<file path="config.mk">
export PLATFORM = sky130hd
export DESIGN_NAME = feature_pingpong_sched
export DESIGN_NICKNAME = d
export VERILOG_FILES = /design/src/rtl/feature_pingpong_sched_pkg.sv /design/src/rtl/feature_bank_state.sv /design/src/rtl/feature_pingpong_sched.sv
export SDC_FILE = /design/constraint.sdc
export NUM_CORES = 1
export LEC_CHECK = 0
export CAP_MARGIN = 20
export CORE_MARGIN = 2
export CORE_UTILIZATION = 35
export CTS_BUF_LIST = sky130_fd_sc_hd__clkbuf_4
export DETAILED_ROUTE_END_ITERATION = 10
export HOLD_SLACK_MARGIN = 0.15
export PLACE_DENSITY_LB_ADDON = 0.12
export SLEW_MARGIN = 20
export SYNTH_ARGS = -nofsm -noshare
export SYNTH_HDL_FRONTEND = slang
export SYNTH_SLANG_ARGS = --single-unit
export TNS_END_PERCENT = 5
</file>
<file path="constraint.sdc">
create_clock -name clk -period 4.34 [get_ports clk]
set_input_delay 0.868 -clock clk [delete_from_list [all_inputs] [get_ports clk]]
set_output_delay 0.868 -clock clk [all_outputs]
set_load 0.05 [all_outputs]
</file>
<file path="src/rtl/feature_pingpong_sched_pkg.sv">
// Shared definitions for the feature-memory ping-pong scheduler: bank state
// encodings, bank count and the default stall-counter width.
package feature_pingpong_sched_pkg;

    typedef enum logic [1:0] {
        BANK_EMPTY     = 2'b00,
        BANK_FILLING   = 2'b01,
        BANK_FULL      = 2'b10,
        BANK_COMPUTING = 2'b11
    } bank_state_e;

    localparam int unsigned NUM_FEATURE_BANKS       = 2;
    localparam int unsigned STALL_CNT_WIDTH_DEFAULT = 16;

endpackage

</file>
<file path="src/rtl/feature_bank_state.sv">
// Single feature bank lifecycle: EMPTY -> FILLING -> FULL -> COMPUTING -> EMPTY.
// Each set_* only takes effect from its legal predecessor state; clear wins.
module feature_bank_state
    import feature_pingpong_sched_pkg::*;
(
    input  logic        clk,
    input  logic        rst,
    input  logic        clear,
    input  logic        set_fill,
    input  logic        set_full,
    input  logic        set_comp,
    input  logic        set_empty,
    output bank_state_e state
);

    always_ff @(posedge clk or negedge rst) begin
        if (!rst) begin
            state <= BANK_EMPTY;
        end else if (clear) begin
            state <= BANK_EMPTY;
        end else begin
            unique case (state)
                BANK_EMPTY:     if (set_fill)  state <= BANK_FILLING;
                BANK_FILLING:   if (set_full)  state <= BANK_FULL;
                BANK_FULL:      if (set_comp)  state <= BANK_COMPUTING;
                BANK_COMPUTING: if (set_empty) state <= BANK_EMPTY;
                default:                       state <= BANK_EMPTY;
            endcase
        end
    end

endmodule

</file>
<file path="src/rtl/feature_pingpong_sched.sv">
// Ping-pong scheduler: hands one feature bank to the fetcher and the other to
// the line-buffer reader, swapping them in strict alternation.
module feature_pingpong_sched
    import feature_pingpong_sched_pkg::*;
#(
    parameter int unsigned STALL_CNT_WIDTH = STALL_CNT_WIDTH_DEFAULT
) (
    input  logic                       clk,
    input  logic                       rst,
    input  logic                       fill_req,
    output logic                       fill_grant,
    output logic                       fill_bank,
    input  logic                       fill_done,
    input  logic                       comp_req,
    output logic                       comp_grant,
    output logic                       comp_bank,
    input  logic                       comp_done,
    input  logic                       flush,
    output logic [3:0]                 bank_state,
    output logic                       busy,
    output logic                       proto_err,
    output logic [STALL_CNT_WIDTH-1:0] stall_cycles
);

    bank_state_e banks [NUM_FEATURE_BANKS];
    logic        wr_ptr;
    logic        rd_ptr;
    logic        fill_start;
    logic        fill_accept;
    logic        comp_start;
    logic        comp_accept;

    // Grants look only at registered bank state, so a bank turning FULL on
    // this edge is not eligible for compute until the following one.
    always_comb begin
        fill_start  = !fill_grant && fill_req && (banks[wr_ptr] == BANK_EMPTY);
        fill_accept = fill_grant && fill_done;
        comp_start  = !comp_grant && comp_req && (banks[rd_ptr] == BANK_FULL);
        comp_accept = comp_grant && comp_done;
    end

    for (genvar b = 0; b < NUM_FEATURE_BANKS; b++) begin : g_bank
        feature_bank_state u_bank (
            .clk       (clk),
            .rst       (rst),
            .clear     (flush),
            .set_fill  (fill_start && (wr_ptr == 1'(b))),
            .set_full  (fill_accept && (fill_bank == 1'(b))),
            .set_comp  (comp_start && (rd_ptr == 1'(b))),
            .set_empty (comp_accept && (comp_bank == 1'(b))),
            .state     (banks[b])
        );
    end

    assign bank_state = {banks[1], banks[0]};
    assign busy       = (banks[0] != BANK_EMPTY) || (banks[1] != BANK_EMPTY);

    always_ff @(posedge clk or negedge rst) begin
        if (!rst) begin
            wr_ptr       <= 1'b0;
            rd_ptr       <= 1'b0;
            fill_grant   <= 1'b0;
            fill_bank    <= 1'b0;
            comp_grant   <= 1'b0;
            comp_bank    <= 1'b0;
            proto_err    <= 1'b0;
            stall_cycles <= '0;
        end else if (flush) begin
            wr_ptr       <= 1'b0;
            rd_ptr       <= 1'b0;
            fill_grant   <= 1'b0;
            fill_bank    <= 1'b0;
            comp_grant   <= 1'b0;
            comp_bank    <= 1'b0;
            proto_err    <= 1'b0;
            stall_cycles <= '0;
        end else begin
            if (fill_accept) begin
                fill_grant <= 1'b0;
                wr_ptr     <= ~wr_ptr;
            end else if (fill_start) begin
                fill_grant <= 1'b1;
                fill_bank  <= wr_ptr;
            end

            if (comp_accept) begin
                comp_grant <= 1'b0;
                rd_ptr     <= ~rd_ptr;
            end else if (comp_start) begin
                comp_grant <= 1'b1;
                comp_bank  <= rd_ptr;
            end

            if ((fill_done && !fill_grant) || (comp_done && !comp_grant)) begin
                proto_err <= 1'b1;
            end

            if (comp_req && !comp_grant && (stall_cycles != '1)) begin
                stall_cycles <= stall_cycles + STALL_CNT_WIDTH'(1);
            end
        end
    end

endmodule

</file>
[Word-level counts from Yosys, hierarchy flattened]
Index checks and enable logic that the tools add are counted.
W data, S select, Z words.
Word-level totals
  bits in registers: 27
  input bits: 7
  output and inout port bits: 26
  logic and storage cells: 113
Cells by class
  add/subtract/negate cells: 1
  $lt $le $gt $ge: 2
  equality and inequality tests: 18
  muxes and demuxes: 38
  bitwise logic cells: 6
  reductions and logical operators: 38
Operators by type and width (count)
  $mux W16: 2
  $mux W2: 16
  $ne A3 B2 Y1 const B: 8
  $mux W1: 18
  $logic_and A1 B1 Y1: 17
  $add A16 B1 Y16 const B: 1
  $ne A16 B16 Y1 const B: 1
  $pmux W2 S4: 2
  $reduce_bool A2 Y1: 8
  $eq A2 B2 Y1 const B: 5
  $reduce_and A4 Y1: 2
  $logic_not A2 Y1: 3
  $reduce_bool A3 Y1: 2
  $eq A2 B1 Y1 const B: 2
  $ge A2 B2 Y1 const B: 2
  $ne A2 B2 Y1 const B: 2
  $not A1 Y1: 4
  $not A1 Y2: 2
  $reduce_and A2 Y1: 2
  $logic_not A1 Y1: 2
  $logic_or A1 B1 Y1: 2

[Depth between registers and ports, before layout]
Gate-level depths: netlist of the first run.
  word-level depth: 10
  gate-level depth with buffers: 5

[Hierarchy]
From an unflattened synthesis of the first run, not the netlist that was laid out.
Second synthesis, totals
  cells, all modules: 179
  area, all modules: 1695.4 um^2
By module, submodules not included
  feature_pingpong_sched: times used 1, cells an instance 141, area an instance 1272.5 um^2, sequential area each 575.6 um^2
  feature_bank_state: times used 2, cells an instance 19, area an instance 211.5 um^2, sequential area each 50.0 um^2

[Least setup slack after synthesis of the first run]
OpenSTA, ideal clock, no wires.
  kind: register -> output
  start point: register g_bank[1].u_bank.state[0]
  end point: output port busy
  arrival time: 1.415 ns
  data required time: 3.472 ns
  slack: 2.057 ns
  stages on the path, launching flop included: 4
  path through: dfrtp_1 -> inv_1 -> ha_1 -> nand2_1
Between the ends
  cells in the longest elaborated chain, start to end: 2
Ends and longest elaborated chain
  start: declaration: line feature_bank_state.sv:13  | output bank_state_e state
  start signal: assignment: line feature_bank_state.sv:18  | state <= BANK_EMPTY;
  start signal: assignment: line feature_bank_state.sv:20  | state <= BANK_EMPTY;
  start signal: assignment: line feature_bank_state.sv:23  | BANK_EMPTY: if (set_fill) state <= BANK_FILLING;
  $reduce_bool A2 Y1: line feature_pingpong_sched.sv:56  | assign busy = (banks[0] != BANK_EMPTY) || (banks[1] != BANK_EMPTY);
  $logic_or A1 B1 Y1: line feature_pingpong_sched.sv:56
  end: declaration: line feature_pingpong_sched.sv:20  | output logic busy,
Every way passes these cells.

[Worst setup path in the final report of the first run]
Ends and elaborated chain as after synthesis.

==> impl_metrics.json, run 1 <==
{
  "status": "finished, final reports clean",
  "cts_sinks": 27,
  "nets": 224,
  "endpoint_kind": "output port",
  "max_freq_mhz": 343,
  "synth_nets": 189,
  "drv_slew": 0,
  "grt_antenna_before_repair": 0,
  "yosys_warnings": 0,
  "synth_area_leaders": "dfrtp_1, ha_1, mux2_2",
  "grt_use_total": 0.156,
  "syn_inst": 173,
  "p_seq_frac": 0.412,
  "cp_max_fo": 7,
  "cts_buffer_depth": 2,
  "crit_required_ns": 3.47,
  "postRouteAntennaNets": 0,
  "reg2reg_from": "g_bank[1].u_bank.state[0]$_DFFE_PN0P_",
  "overflow": 0,
  "seq_area_frac_synth": 0.401,
  "cts_setup_buffers": 0,
  "period_needed_ns": 2.91,
  "htreeDepth": 1,
  "critPathLaunch": "g_bank[1].u_bank.state[0]$_DFFE_PN0P_",
  "dpl.hpwl_mm": 2.94,
  "power.total_mw": 0.737,
  "clock_skew_ns": 0.00263,
  "path_class": "reg2out",
  "holdCritPathClass": "reg2reg",
  "num_rows": 25,
  "wl_mm": 3.95,
  "swShare": 0.405,
  "setup-violations-final": 0,
  "switchingPower_mw": 0.298,
  "grt_start_max_net_pins": 37,
  "rsz0062_at_grt": "false",
  "hold_slack_ns": 0.528,
  "die_area_um2": 5380,
  "die_w_um": 73.4,
  "drtIter0Drc": 125,
  "synth_top_cell_by_area": "dfrtp_1",
  "fin_crit_sh": 0.671,
  "synth-seq-cells": 27,
  "syn_area_um2": 1680,
  "synth-main-ff-cell": "dfrtp_1",
  "io_pins": 33,
  "synth_most_common_cell": "dfrtp_1",
  "tightest_slew_ns": 0.597,
  "grt_pass1_vias": 1317,
  "cts_buffers": 3,
  "ctsResizeCount": 0,
  "clk_latency_ns": 0.32,
  "wl_per_cell_um": 15.1,
  "clk_pin_slew_worst_paths_ns": 0.15,
  "core_area_um2": 4690,
  "avgSynthCellArea_um2": 9.73,
  "ys_async_sr_fraction": 1.00,
  "combPwrFrac": 0.425,
  "p_leak_nw": 0.876,
  "vias": 1405,
  "antenna_cells": 0,
  "root_buffer": "clkbuf_4",
  "power_frac_clock": 0.162,
  "syn2layout_area_growth_pct": 24.5,
  "vdd_drop_max_mv": 0.173,
  "critPathLaunchType": "flop",
  "cts_hold_buffers": 0,
  "tritoncts": "built",
  "netlist-cell-type-count": 40,
  "hold_viol": 0,
  "max-slew-margin-rel": 0.602,
  "worstHoldStart": "proto_err$_DFFE_PN0P_",
  "port_buffers": 32,
  "cap_violations": 0,
  "drt_pre_antenna_iters": 4,
  "die_y_um": 73.4,
  "yosysTopAreaCellShare": 0.401,
  "grt_pass1_wl_mm": 6.53,
  "synth-edff-count": 0,
  "initial_core_util": 0.359,
  "drc": 0,
  "gp_congestion": 0.828,
  "finalSetupTns_ns": 0,
  "drive_gt1_frac": 0.111,
  "viasPerCell": 5.38,
  "intPower_mw": 0.439,
  "ys_top_cells_by_count": "dfrtp_1, nand2_1, nor2_1, a21oi_1",
  "powerDensity_nw_per_um2": 351,
  "crit_arrival_ns": 2.04
}
-- worst max-delay path, cell delays in order (launching register included) --
cell and delay, ns:
dfrtp_1 0.50, inv_1 0.12, ha_1 0.23, nand2_1 0.07, clkdlybuf4s50_1 0.79
-- flip-flops by register name (all words and copies together) (netlist names) --
signal and flops:
proto_err 1, g_bank.u_bank.state 4, fill_bank 1, fill_grant 1, stall_cycles 16, comp_grant 1, comp_bank 1, wr_ptr 1
rd_ptr 1
-- power groups by stage --
stage | clock network, mW | registers (mW) | logic [mW]
detailed placement | 0 | 0.309 | 0.316
CTS | 0.124 | 0.304 | 0.317
floorplan | 0 | 0.363 | 0.164
global route | 0.132 | 0.309 | 0.339
global placement | 0 | 0.308 | 0.310
finish | 0.120 | 0.304 | 0.313
-- through the flow --
step / util / area (um^2) / std cells / setup slack, ns
floorplan: - / 1680 / 173 / 2.06
global placement: 0.442 / 2070 / 257 / 1.67
detailed placement: 0.442 / 2070 / 257 / 1.63
CTS: 0.448 / 2100 / 261 / 1.41
global route: 0.447 / 2100 / 261 / 1.32
finish: 0.447 / 2100 / 261 / 1.43
-- worst paths after layout --
check	slack, ns	endpoint	cells after the start
hold reg to reg	0.53	proto_err$_DFFE_PN0P_	2
setup reg to reg	2.42	g_bank[1].u_bank.state[0]$_DFFE_PN0P_	4
setup / recovery	1.43	busy	4
min in group asynchronous	0.90	fill_grant$_DFFE_PN0P_	2
hold / removal	0.53	proto_err$_DFFE_PN0P_	2
max in group asynchronous	3.18	stall_cycles[4]$_DFFE_PN0P_	2
-- routing by layer --
metal / vias to the layer above / track usage / routed length (um)
met2: 24 / 0.244 / 1820
li1: 697 / - / -
met4: 0 / 0.0424 / 25
met3: 2 / 0.0302 / 166
met1: 682 / 0.220 / 1940
met5: - / 0 / 0
-- cell families after synthesis --
| kind of cell | count (synthesis) | share of synthesized area |
|---|---|---|
| flops | 27 | 0.401 |
| buf+inv | 11 | 0.0245 |
| mux | 13 | 0.0847 |
| xor+xnor | 2 | 0.0104 |
| simple gates | 78 | 0.269 |
| fa+ha+maj | 9 | 0.0669 |
| compound gates | 33 | 0.143 |
-- cells in the final DEF (no fill, tap or decap), types with 2 or more instances in the layout --
cell type | Yosys | routed
a211oi_1 | 4 | 4
o211ai_1 | 2 | 2
clkbuf_4 | 0 | 4
nor2b_1 | 9 | 9
or4_1 | 4 | 4
inv_1 | 7 | 7
buf_4 | 0 | 2
a21oi_1 | 12 | 12
a31oi_1 | 2 | 2
mux2i_1 | 3 | 3
a221oi_1 | 2 | 2
o21a_1 | 2 | 2
clkdlybuf4s50_1 | 0 | 31
nand2_1 | 16 | 16
a21boi_1 | 2 | 2
mux2_2 | 9 | 9
o41ai_1 | 2 | 2
nand2b_1 | 8 | 8
dfrtp_1 | 27 | 27
nor2_1 | 16 | 16
o31ai_1 | 2 | 2
nor3b_1 | 2 | 2
ha_1 | 9 | 9
nor3_1 | 5 | 5
nand3_1 | 5 | 5
xor2_1 | 2 | 2
nand4_1 | 2 | 2
-- final cells by class --
class	count	area, um^2
inverters	7	26.3
repair buffers	34	330
flip-flops and latches	27	676
well taps	54	67.6
fillers	466	2590
multi-input cells	135	967
clock buffers	4	30.0
Note: power is estimated with default switching activity, not from simulation.
==> run 2, diff against run 1 <==
clock period = 2.8 ns   (was 4.34 ns; I/O delays follow)
==> impl_metrics.json, run 2 (synthesized netlist as in run 1, its figures left out) <==
{
  "tightest_slew_ns": 0.503,
  "root_buffer": "clkbuf_4",
  "dpl.hpwl_mm": 2.74,
  "cts_setup_buffers": 0,
  "overflow": 0,
  "port_buffers": 32,
  "drt_pre_antenna_iters": 4,
  "die_area_um2": 5380,
  "max_freq_mhz": 386,
  "layout_common_cells": "clkdlybuf4s50_1, dfrtp_1, nand2_1, nor2_1, a21oi_1",
  "top_register": "stall_cycles",
  "tritoncts": "built",
  "fill_cells": 465,
  "cts_buffers": 3,
  "rsz0062_at_grt": "false",
  "grt_pass1_wl_mm": 6.36,
  "hold_viol": 0,
  "cts_sinks": 27,
  "viasPerCell": 5.41,
  "endpoint_kind": "output port",
  "dpl-instance-area_um2": 2070,
  "cts_hold_buffers": 0,
  "cap_violations": 0,
  "powerDensity_nw_per_um2": 542,
  "critPathLaunchType": "flop",
  "vdd_drop_max_mv": 0.252,
  "cts_buffer_depth": 2,
  "antenna_cells": 0,
  "num_rows": 25,
  "gp_congestion": 0.806,
  "grt_use_total": 0.151,
  "grt.busiest_layer": "met2",
  "drtIter0Drc": 149,
  "grt_antenna_before_repair": 0,
  "htreeDepth": 1,
  "crit_required_ns": 2.24,
  "use_met2": 0.231,
  "cp_max_fo": 7,
  "io_pins": 33,
  "grt_pass1_vias": 1368,
  "wl_mm": 3.86,
  "clock_skew_ns": 0.00203,
  "grtUsageMet3": 0.0233,
  "nets": 224,
  "initial_core_util": 0.359,
  "vias": 1413,
  "grt_start_max_net_pins": 41,
  "hold_slack_ns": 0.528,
  "p_leak_nw": 0.876,
  "status": "finished, final reports clean",
  "largest_reg_flops": 16,
  "drive_gt1_frac": 0.106,
  "die_w_um": 73.4,
  "ctsResizeCount": 0,
  "syn2layout_area_growth_pct": 24.8,
  "finalSetupTns_ns": 0,
  "power.total_mw": 1.14,
  "final_cell_area_um2": 2100,
  "path_class": "reg2out",
  "wl_per_cell_um": 14.8,
  "period_needed_ns": 2.59,
  "drc": 0,
  "fin_crit_sh": 0.925,
  "grtUsageMet1": 0.215,
  "holdCritPathClass": "reg2reg",
  "setup-violations-final": 0,
  "final_common_cell": "clkdlybuf4s50_1",
  "postRouteAntennaNets": 0,
  "die_y_um": 73.4,
  "max-slew-margin-rel": 0.664,
  "largest_registers": "stall_cycles (16), g_bank.u_bank.state (4)",
  "crit_arrival_ns": 2.03,
  "clk_latency_ns": 0.33,
  "core_area_um2": 4690,
  "drv_slew": 0,
  "clk_pin_slew_worst_paths_ns": 0.15
}
run 2: per-layer routing:
| layer | wire (um) | vias up |
|---|---|---|
| met5 | 0 | - |
| met4 | 43 | 0 |
| met3 | 133 | 4 |
| met2 | 1720 | 31 |
| met1 | 1960 | 678 |
| li1 | - | 700 |
run 2: final timing paths:
check / from / end / slack [ns] / cells past startpoint
setup / recovery: g_bank[1].u_bank.state[0]$_DFFE_PN0P_ / busy / 0.21 / 4
hold / removal: proto_err$_DFFE_PN0P_ / proto_err$_DFFE_PN0P_ / 0.53 / 2
setup reg to reg: g_bank[1].u_bank.state[0]$_DFFE_PN0P_ / g_bank[1].u_bank.state[0]$_DFFE_PN0P_ / 0.91 / 4
hold reg to reg: proto_err$_DFFE_PN0P_ / proto_err$_DFFE_PN0P_ / 0.53 / 2
max in group asynchronous: rst / rd_ptr$_DFFE_PN0N_ / 1.95 / 2
min in group asynchronous: rst / wr_ptr$_DFFE_PN0N_ / 0.59 / 2
run 2: layout make-up:
class / instances / area (um^2) / share of cell area
repair buffers: 34 / 335 / 0.160
well taps: 54 / 67.6 / 0.0321
multi-input cells: 135 / 967 / 0.460
inverters: 7 / 26.3 / 0.0125
clock buffers: 4 / 30.0 / 0.0143
flip-flops and latches: 27 / 676 / 0.321
run 2: stage by stage:
step | worst slack (ns) | std cells | util
6_report | 0.209 | 261 | 0.448
5_1_grt | 0.0749 | 261 | 0.448
4_1_cts | 0.166 | 261 | 0.448
3_5_place_dp | 0.415 | 257 | 0.442
3_3_place_gp | 0.448 | 257 | 0.442
2_1_floorplan | 0.749 | 173 | -
run 2: report_power, final:
group	leakage [nW]	switching, mW	total (mW)	internal [mW]
registers	0.371	0.0517	0.472	0.420
clock network	0.0184	0.121	0.187	0.0656
logic	0.487	0.286	0.480	0.194
total	0.876	0.459	1.14	0.680
run 2: critical path, cell delays in order, from the launching register on:
cell and delay [ns]:
dfrtp_1 0.50, inv_1 0.12, ha_1 0.23, nand2_1 0.07, clkdlybuf4s50_1 0.79
